<file path="config.mk">
export PLATFORM = sky130hd
export DESIGN_NAME = rs232_rx_fifo
export DESIGN_NICKNAME = d
export VERILOG_FILES = /design/src/rtl/rs232_rx_fifo_pkg.sv /design/src/rtl/rs232_rx_fifo_fifo_sync.sv /design/src/rtl/rs232_rx_fifo.sv
export SDC_FILE = /design/constraint.sdc
export NUM_CORES = 1
export LEC_CHECK = 0
export CORE_MARGIN = 1
export CORE_UTILIZATION = 42
export CTS_CLUSTER_SIZE = 12
export DETAILED_ROUTE_END_ITERATION = 12
export GPL_ROUTABILITY_DRIVEN = 0
export MAX_ROUTING_LAYER = met4
export PLACE_DENSITY_LB_ADDON = 0.15
export SYNTH_ARGS = -nofsm -noshare
export SYNTH_HDL_FRONTEND = slang
export SYNTH_SLANG_ARGS = --single-unit
export TNS_END_PERCENT = 20
</file>
<file path="constraint.sdc">
create_clock -name clk -period 2.4 [get_ports clk]
set_clock_uncertainty 0.1 [all_clocks]
set_input_delay 0.48 -clock clk [delete_from_list [all_inputs] [get_ports clk]]
set_output_delay 0.48 -clock clk [all_outputs]
set_load 0.01 [all_outputs]
</file>
<file path="src/rtl/rs232_rx_fifo_pkg.sv">
// Shared definitions for the RS-232 receive path: byte width, I/O word
// addresses and the layout of the status word.
package rs232_rx_fifo_pkg;

   localparam int BYTE_W = 8;

   localparam logic [3:0] IO_ADDR_DATA   = 4'd2;
   localparam logic [3:0] IO_ADDR_STATUS = 4'd3;

   localparam int STAT_RDY_BIT = 0;
   localparam int STAT_OVF_BIT = 1;
   localparam int STAT_CNT_LSB = 2;

endpackage

</file>
<file path="src/rtl/rs232_rx_fifo_fifo_sync.sv">
// Generic single-clock FIFO. A write is accepted when not full, or when a
// read retires the head in the same cycle. A read while empty is ignored.
// clr empties the FIFO and overrides both strobes.
module fifo_sync #(
   parameter int W     = 8,
   parameter int DEPTH = 16,
   parameter int AW    = 4
) (
   input  logic          clk,
   input  logic          rst,
   input  logic          clr,
   input  logic          wr,
   input  logic [W-1:0]  wdata,
   input  logic          rd,
   output logic [W-1:0]  rdata,
   output logic          full,
   output logic          empty,
   output logic [AW:0]   count
);

   localparam logic [AW:0] FULL_CNT = (AW+1)'(DEPTH);

   logic [W-1:0]  mem_q [DEPTH];
   logic [AW-1:0] wp_q, wp_d;
   logic [AW-1:0] rp_q, rp_d;
   logic [AW:0]   cnt_q, cnt_d;
   logic          rd_ok;
   logic          wr_ok;

   assign full  = (cnt_q == FULL_CNT);
   assign empty = (cnt_q == '0);
   assign count = cnt_q;
   assign rdata = mem_q[rp_q];

   // Next-state for pointers and occupancy; clr has priority.
   always_comb begin
      rd_ok = rd & ~empty;
      wr_ok = wr & (~full | rd_ok);
      wp_d  = wp_q;
      rp_d  = rp_q;
      cnt_d = cnt_q;
      if (clr) begin
         wp_d  = '0;
         rp_d  = '0;
         cnt_d = '0;
      end else begin
         if (wr_ok) wp_d = wp_q + 1'b1;
         if (rd_ok) rp_d = rp_q + 1'b1;
         case ({wr_ok, rd_ok})
            2'b10:   cnt_d = cnt_q + 1'b1;
            2'b01:   cnt_d = cnt_q - 1'b1;
            default: cnt_d = cnt_q;
         endcase
      end
   end

   // Pointer and counter registers.
   always_ff @(posedge clk or negedge rst) begin
      if (!rst) begin
         wp_q  <= '0;
         rp_q  <= '0;
         cnt_q <= '0;
      end else begin
         wp_q  <= wp_d;
         rp_q  <= rp_d;
         cnt_q <= cnt_d;
      end
   end

   // Storage array; contents are deliberately not reset.
   always_ff @(posedge clk) begin
      if (wr_ok && !clr) mem_q[wp_q] <= wdata;
   end

endmodule

</file>
<file path="src/rtl/rs232_rx_fifo.sv">
// Receive buffer between the serial receiver and the CPU I/O bus. Captures
// each byte the receiver offers, acknowledges it with a one-cycle doneRx
// pulse, and drops (but still acknowledges) bytes that arrive while full.
module rs232_rx_fifo
   import rs232_rx_fifo_pkg::*;
#(
   parameter int DEPTH = 16,
   parameter int AW    = 4
) (
   input  logic              clk,
   input  logic              rst,
   input  logic              rdyRx,
   input  logic [BYTE_W-1:0] dataRx,
   output logic              doneRx,
   input  logic              rd,
   input  logic              clr,
   output logic [BYTE_W-1:0] data,
   output logic              rdy,
   output logic [AW:0]       count,
   output logic              ovf
);

   logic done_q, done_d;
   logic ovf_q, ovf_d;
   logic take;
   logic rd_eff;
   logic drop;
   logic fifo_full;
   logic fifo_empty;

   fifo_sync #(
      .W     (BYTE_W),
      .DEPTH (DEPTH),
      .AW    (AW)
   ) u_fifo (
      .clk   (clk),
      .rst   (rst),
      .clr   (clr),
      .wr    (take),
      .wdata (dataRx),
      .rd    (rd),
      .rdata (data),
      .full  (fifo_full),
      .empty (fifo_empty),
      .count (count)
   );

   // The ~done_q term keeps us from re-capturing while the receiver is
   // still lowering rdyRx after our acknowledge.
   always_comb begin
      take   = rdyRx & ~done_q;
      rd_eff = rd & ~fifo_empty;
      drop   = take & fifo_full & ~rd_eff;
      done_d = take;
      ovf_d  = clr ? 1'b0 : (ovf_q | drop);
   end

   // Acknowledge pulse and sticky overflow flag.
   always_ff @(posedge clk or negedge rst) begin
      if (!rst) begin
         done_q <= 1'b0;
         ovf_q  <= 1'b0;
      end else begin
         done_q <= done_d;
         ovf_q  <= ovf_d;
      end
   end

   assign doneRx = done_q;
   assign ovf    = ovf_q;
   assign rdy    = ~fifo_empty;

endmodule

</file>
==> flow_results.xml <==
<?xml version="1.0" encoding="UTF-8"?>
<metrics>
  <group name="run_status">
    <metric name="status" unit="">finished with violations</metric>
    <metric name="failed_checks" unit="">negative setup slack</metric>
  </group>
  <group name="drt">
    <metric name="met3_wirelength" unit="µm">529</metric>
    <metric name="drc" unit="">0</metric>
    <metric name="route.layer.met1.wl" unit="µm">5333</metric>
    <metric name="drtIter0Drc" unit="">317</metric>
    <metric name="avgRoutedWirePerCell" unit="µm">20.70</metric>
    <metric name="postRouteAntennaNets" unit="">0</metric>
    <metric name="via_cell_ratio" unit="">5.331</metric>
    <metric name="detailroute.wirelength.met2" unit="µm">6464</metric>
    <metric name="via_count" unit="">3236</metric>
    <metric name="drt_wl_total" unit="µm">12570</metric>
    <metric name="dr.max_layer_used" unit="">met4</metric>
    <metric name="drt-pass1-iter-count" unit="">4</metric>
  </group>
  <group name="synthesis">
    <metric name="synth_top_cells_by_count" unit="">128 x sky130_fd_sc_hd__edfxtp_1, 32 x sky130_fd_sc_hd__mux4_2, 19 x sky130_fd_sc_hd__nor2_1</metric>
    <metric name="synth_edf_count" unit="">128</metric>
    <metric name="ys_top_cells_by_area" unit="">sky130_fd_sc_hd__edfxtp_1 65%, sky130_fd_sc_hd__mux4_2 12%, sky130_fd_sc_hd__dfrtp_1 6.3%</metric>
    <metric name="postSynthCellCount" unit="">324</metric>
    <metric name="yosys_warnings" unit="">0</metric>
    <metric name="netlist-cell-type-count" unit="">43</metric>
    <metric name="yosys.area.top_type" unit="">sky130_fd_sc_hd__edfxtp_1</metric>
    <metric name="asyncSetResetFlopFracSynth" unit="%">10.49</metric>
    <metric name="synth.yosys.seq_area_share" unit="%">70.97</metric>
    <metric name="syn-cell-area" unit="µm²">5944</metric>
    <metric name="syn_avg_cell_area" unit="µm²">18.35</metric>
    <metric name="yosys.cell_count.top_type" unit="">sky130_fd_sc_hd__edfxtp_1</metric>
    <metric name="synthesis.nets" unit="">346</metric>
    <metric name="postSynth.topFlopCell" unit="">sky130_fd_sc_hd__edfxtp_1</metric>
    <metric name="netlist.area_leader.share" unit="%">64.66</metric>
    <metric name="postSynthRegisterBits" unit="">143</metric>
  </group>
  <group name="clock_network">
    <metric name="worstSkewPairLatency" unit="ns">0.41</metric>
    <metric name="tritoncts" unit="">done</metric>
    <metric name="h-tree-depth" unit="">4</metric>
    <metric name="clockBufferDepth" unit="">2</metric>
    <metric name="numCtsBuffers" unit="">17</metric>
    <metric name="clock_sinks" unit="">143</metric>
    <metric name="path_clk_slew" unit="ns">0.05</metric>
    <metric name="clock_tree.root_cell" unit="">sky130_fd_sc_hd__clkbuf_16</metric>
  </group>
  <group name="sta">
    <metric name="report.final.setup_viol" unit="">8</metric>
    <metric name="finalHoldViolations" unit="">0</metric>
    <metric name="worst_pin_slew" unit="ns">0.6036</metric>
    <metric name="rsz_0062_raised_after_global_routing" unit="">yes</metric>
    <metric name="slew_viol_final" unit="">0</metric>
    <metric name="max_slew_margin" unit="%">59.63</metric>
    <metric name="postLayoutSetupSlackWorst" unit="ns">-0.2818</metric>
    <metric name="layout_worst_path_cycle_share" unit="%">111.7</metric>
    <metric name="period_needed" unit="ns">2.682</metric>
    <metric name="timing.fmax" unit="MHz">372.9</metric>
    <metric name="fin_setup_tns" unit="ns">-1.546</metric>
  </group>
  <group name="finish">
    <metric name="layout.cells.non_filler" unit="">607</metric>
    <metric name="drive_above_1_share" unit="%">37.00</metric>
    <metric name="antenna_cells" unit="">0</metric>
    <metric name="final_nets" unit="">439</metric>
    <metric name="final_area" unit="µm²">7642</metric>
    <metric name="area_growth_syn_to_layout" unit="%">28.56</metric>
  </group>
  <group name="critical_path">
    <metric name="crit_end" unit="">data[7]</metric>
    <metric name="timing.critical_path.required" unit="ns">1.82</metric>
    <metric name="critical_path.reg2reg.endpoint" unit="">u_fifo.count[4]$_DFFE_PN0P_</metric>
    <metric name="worst_r2r_path_depth" unit="">9</metric>
    <metric name="timing.critical_path.arrival" unit="ns">2.10</metric>
    <metric name="startpoint_type" unit="">register</metric>
    <metric name="worst_setup_path_startpoint" unit="">u_fifo.rp_q[0]$_DFFE_PN0P_</metric>
    <metric name="ff2ff_setup_slack" unit="ns">0.08</metric>
    <metric name="crit_fanout" unit="">4</metric>
    <metric name="critical_path.reg2reg.startpoint" unit="">u_fifo.count[0]$_DFFE_PN0P_</metric>
    <metric name="path_class" unit="">register to output port</metric>
    <metric name="critical_path.endpoint_type" unit="">output port</metric>
  </group>
  <group name="global_routing">
    <metric name="grt.total_usage" unit="%">19.52</metric>
    <metric name="vias_in_the_first_global_route" unit="">3402</metric>
    <metric name="maximum_number_of_pins_on_one_net_before_global_route_repair" unit="">18</metric>
    <metric name="antenna_found_initial" unit="">0</metric>
    <metric name="grt_first_pass_wirelength" unit="µm">19500</metric>
    <metric name="overflow" unit="">0</metric>
  </group>
  <group name="power_and_ir_drop">
    <metric name="power_density" unit="nW/µm²">909.2</metric>
    <metric name="p_leak" unit="µW">0.002703</metric>
    <metric name="largest_voltage_drop_on_the_vdd_net" unit="mV">0.5380</metric>
    <metric name="power.total" unit="µW">6949</metric>
  </group>
  <group name="floorplanning">
    <metric name="row_count" unit="">43</metric>
    <metric name="fp.coreArea" unit="µm²">13830</metric>
    <metric name="boundaryPins" unit="">29</metric>
    <metric name="dieWidth" unit="µm">121.0</metric>
    <metric name="start_util" unit="%">42.99</metric>
    <metric name="die_area" unit="µm²">14630</metric>
    <metric name="dieHeight" unit="µm">121.0</metric>
  </group>
  <group name="hold_path">
    <metric name="hp-class" unit="">input pin to asynchronous set/reset pin</metric>
  </group>
  <group name="placement">
    <metric name="dp_worst_setup_slack" unit="ns">-0.1828</metric>
    <metric name="postPlaceCellArea" unit="µm²">7013</metric>
    <metric name="number_of_port_buffers" unit="">28</metric>
    <metric name="detailedPlacementHpwl" unit="µm">8347</metric>
    <metric name="dp.cells" unit="">573</metric>
  </group>
  <group name="run">
    <metric name="cap_violations" unit="">0</metric>
  </group>
</metrics>
flip-flops by register name (all words and copies together), names as in the netlist:
signal	count
u_fifo.count	5
u_fifo.wp_q	4
doneRx	1
u_fifo.mem_q	128
u_fifo.rp_q	4
ovf	1
area by class of cell:
type / instances / area, µm²
Clock buffer: 19 / 432.9
Timing Repair Buffer: 90 / 935.9
Fill cell: 1069 / 6185
Sequential cell: 143 / 4222
Clock inverter: 10 / 98.84
Inverter: 8 / 30.03
Tap cell: 180 / 225.2
Multi-Input combinational cell: 157 / 1698
metrics by stage:
step	hold slack, ns	utilization [%]
floorplan	0.08441	-
global placement	0.4211	50.72
detailed placement	0.3975	50.72
CTS	0.2823	55.40
global route	0.2953	55.27
finish	0.2862	55.27
metal layers:
metal | vias to the layer above | global-route usage [%]
met5 | - | -
met4 | 0 | 6.327
met3 | 22 | 5.310
met2 | 60 | 31.64
met1 | 1663 | 23.80
li1 | 1491 | -
worst max-delay path: stages (launching register included):
cell                      delay (ns)
sky130_fd_sc_hd__dfrtp_2        0.43
sky130_fd_sc_hd__buf_6          0.14
sky130_fd_sc_hd__buf_6          0.10
sky130_fd_sc_hd__mux4_2         0.50
sky130_fd_sc_hd__a22oi_2        0.28
sky130_fd_sc_hd__nand2_1        0.10
sky130_fd_sc_hd__buf_2          0.15
cell families after synthesis:
kind of cell / Yosys count / share of synthesized area (%)
xor+xnor: 7 / 1.031
simple gates: 71 / 6.693
fa+ha+maj: 9 / 2.021
mux: 38 / 13.22
flops: 143 / 70.97
compound gates: 32 / 4.315
buf+inv: 24 / 1.747
how the worst min path moves through the flow:
stage	from	to	slack [ns]	depth (start not counted)
final	rst	u_fifo.count[4]$_DFFE_PN0P_	0.29	2
after global routing	rst	u_fifo.rp_q[1]$_DFFE_PN0P_	0.30	2
after CTS	rst	u_fifo.count[3]$_DFFE_PN0P_	0.28	2
after detailed placement	ovf$_DFF_PN0_	ovf$_DFF_PN0_	0.40	2
after global placement	ovf$_DFF_PN0_	ovf$_DFF_PN0_	0.42	2
after floorplan	rst	doneRx$_DFF_PN0_	0.08	0
power by group:
part	switching [µW]	leakage (µW)	internal, µW
Sequential	69.8	0.00135	2780
Combinational	781	0.00109	903
Clock	924	0.000261	1490
Total	1770	0.00270	5170
repair_timing:
item,in CTS,in global routing
resized for setup,49,9
cloned,1,0
pin swaps,11,8
hold buffers,0,0
buffers inserted,6,0
setup endpoints to repair,9,11
cells in the final DEF (no fill, tap or decap), types with 3 or more instances in the layout:
master                            count
sky130_fd_sc_hd__a22oi_1              4
sky130_fd_sc_hd__a22oi_2             12
sky130_fd_sc_hd__and3_1              15
sky130_fd_sc_hd__buf_12              17
sky130_fd_sc_hd__buf_2                8
sky130_fd_sc_hd__buf_4               41
sky130_fd_sc_hd__buf_6                4
sky130_fd_sc_hd__clkbuf_16           17
sky130_fd_sc_hd__clkdlybuf4s50_1     19
sky130_fd_sc_hd__clkinv_1             3
sky130_fd_sc_hd__clkinv_2             4
sky130_fd_sc_hd__dfrtp_1             13
sky130_fd_sc_hd__edfxtp_1           128
sky130_fd_sc_hd__ha_1                 8
sky130_fd_sc_hd__inv_1                7
sky130_fd_sc_hd__mux2_2               4
sky130_fd_sc_hd__mux4_2              32
sky130_fd_sc_hd__nand2_1              9
sky130_fd_sc_hd__nand3_1              3
sky130_fd_sc_hd__nor2_1              17
sky130_fd_sc_hd__nor2b_1              8
sky130_fd_sc_hd__nor3_1               3
sky130_fd_sc_hd__nor3b_1              3
sky130_fd_sc_hd__xnor2_1              3
sky130_fd_sc_hd__xor2_1               4
No activity file was read; power rests on OpenSTA's default activity.
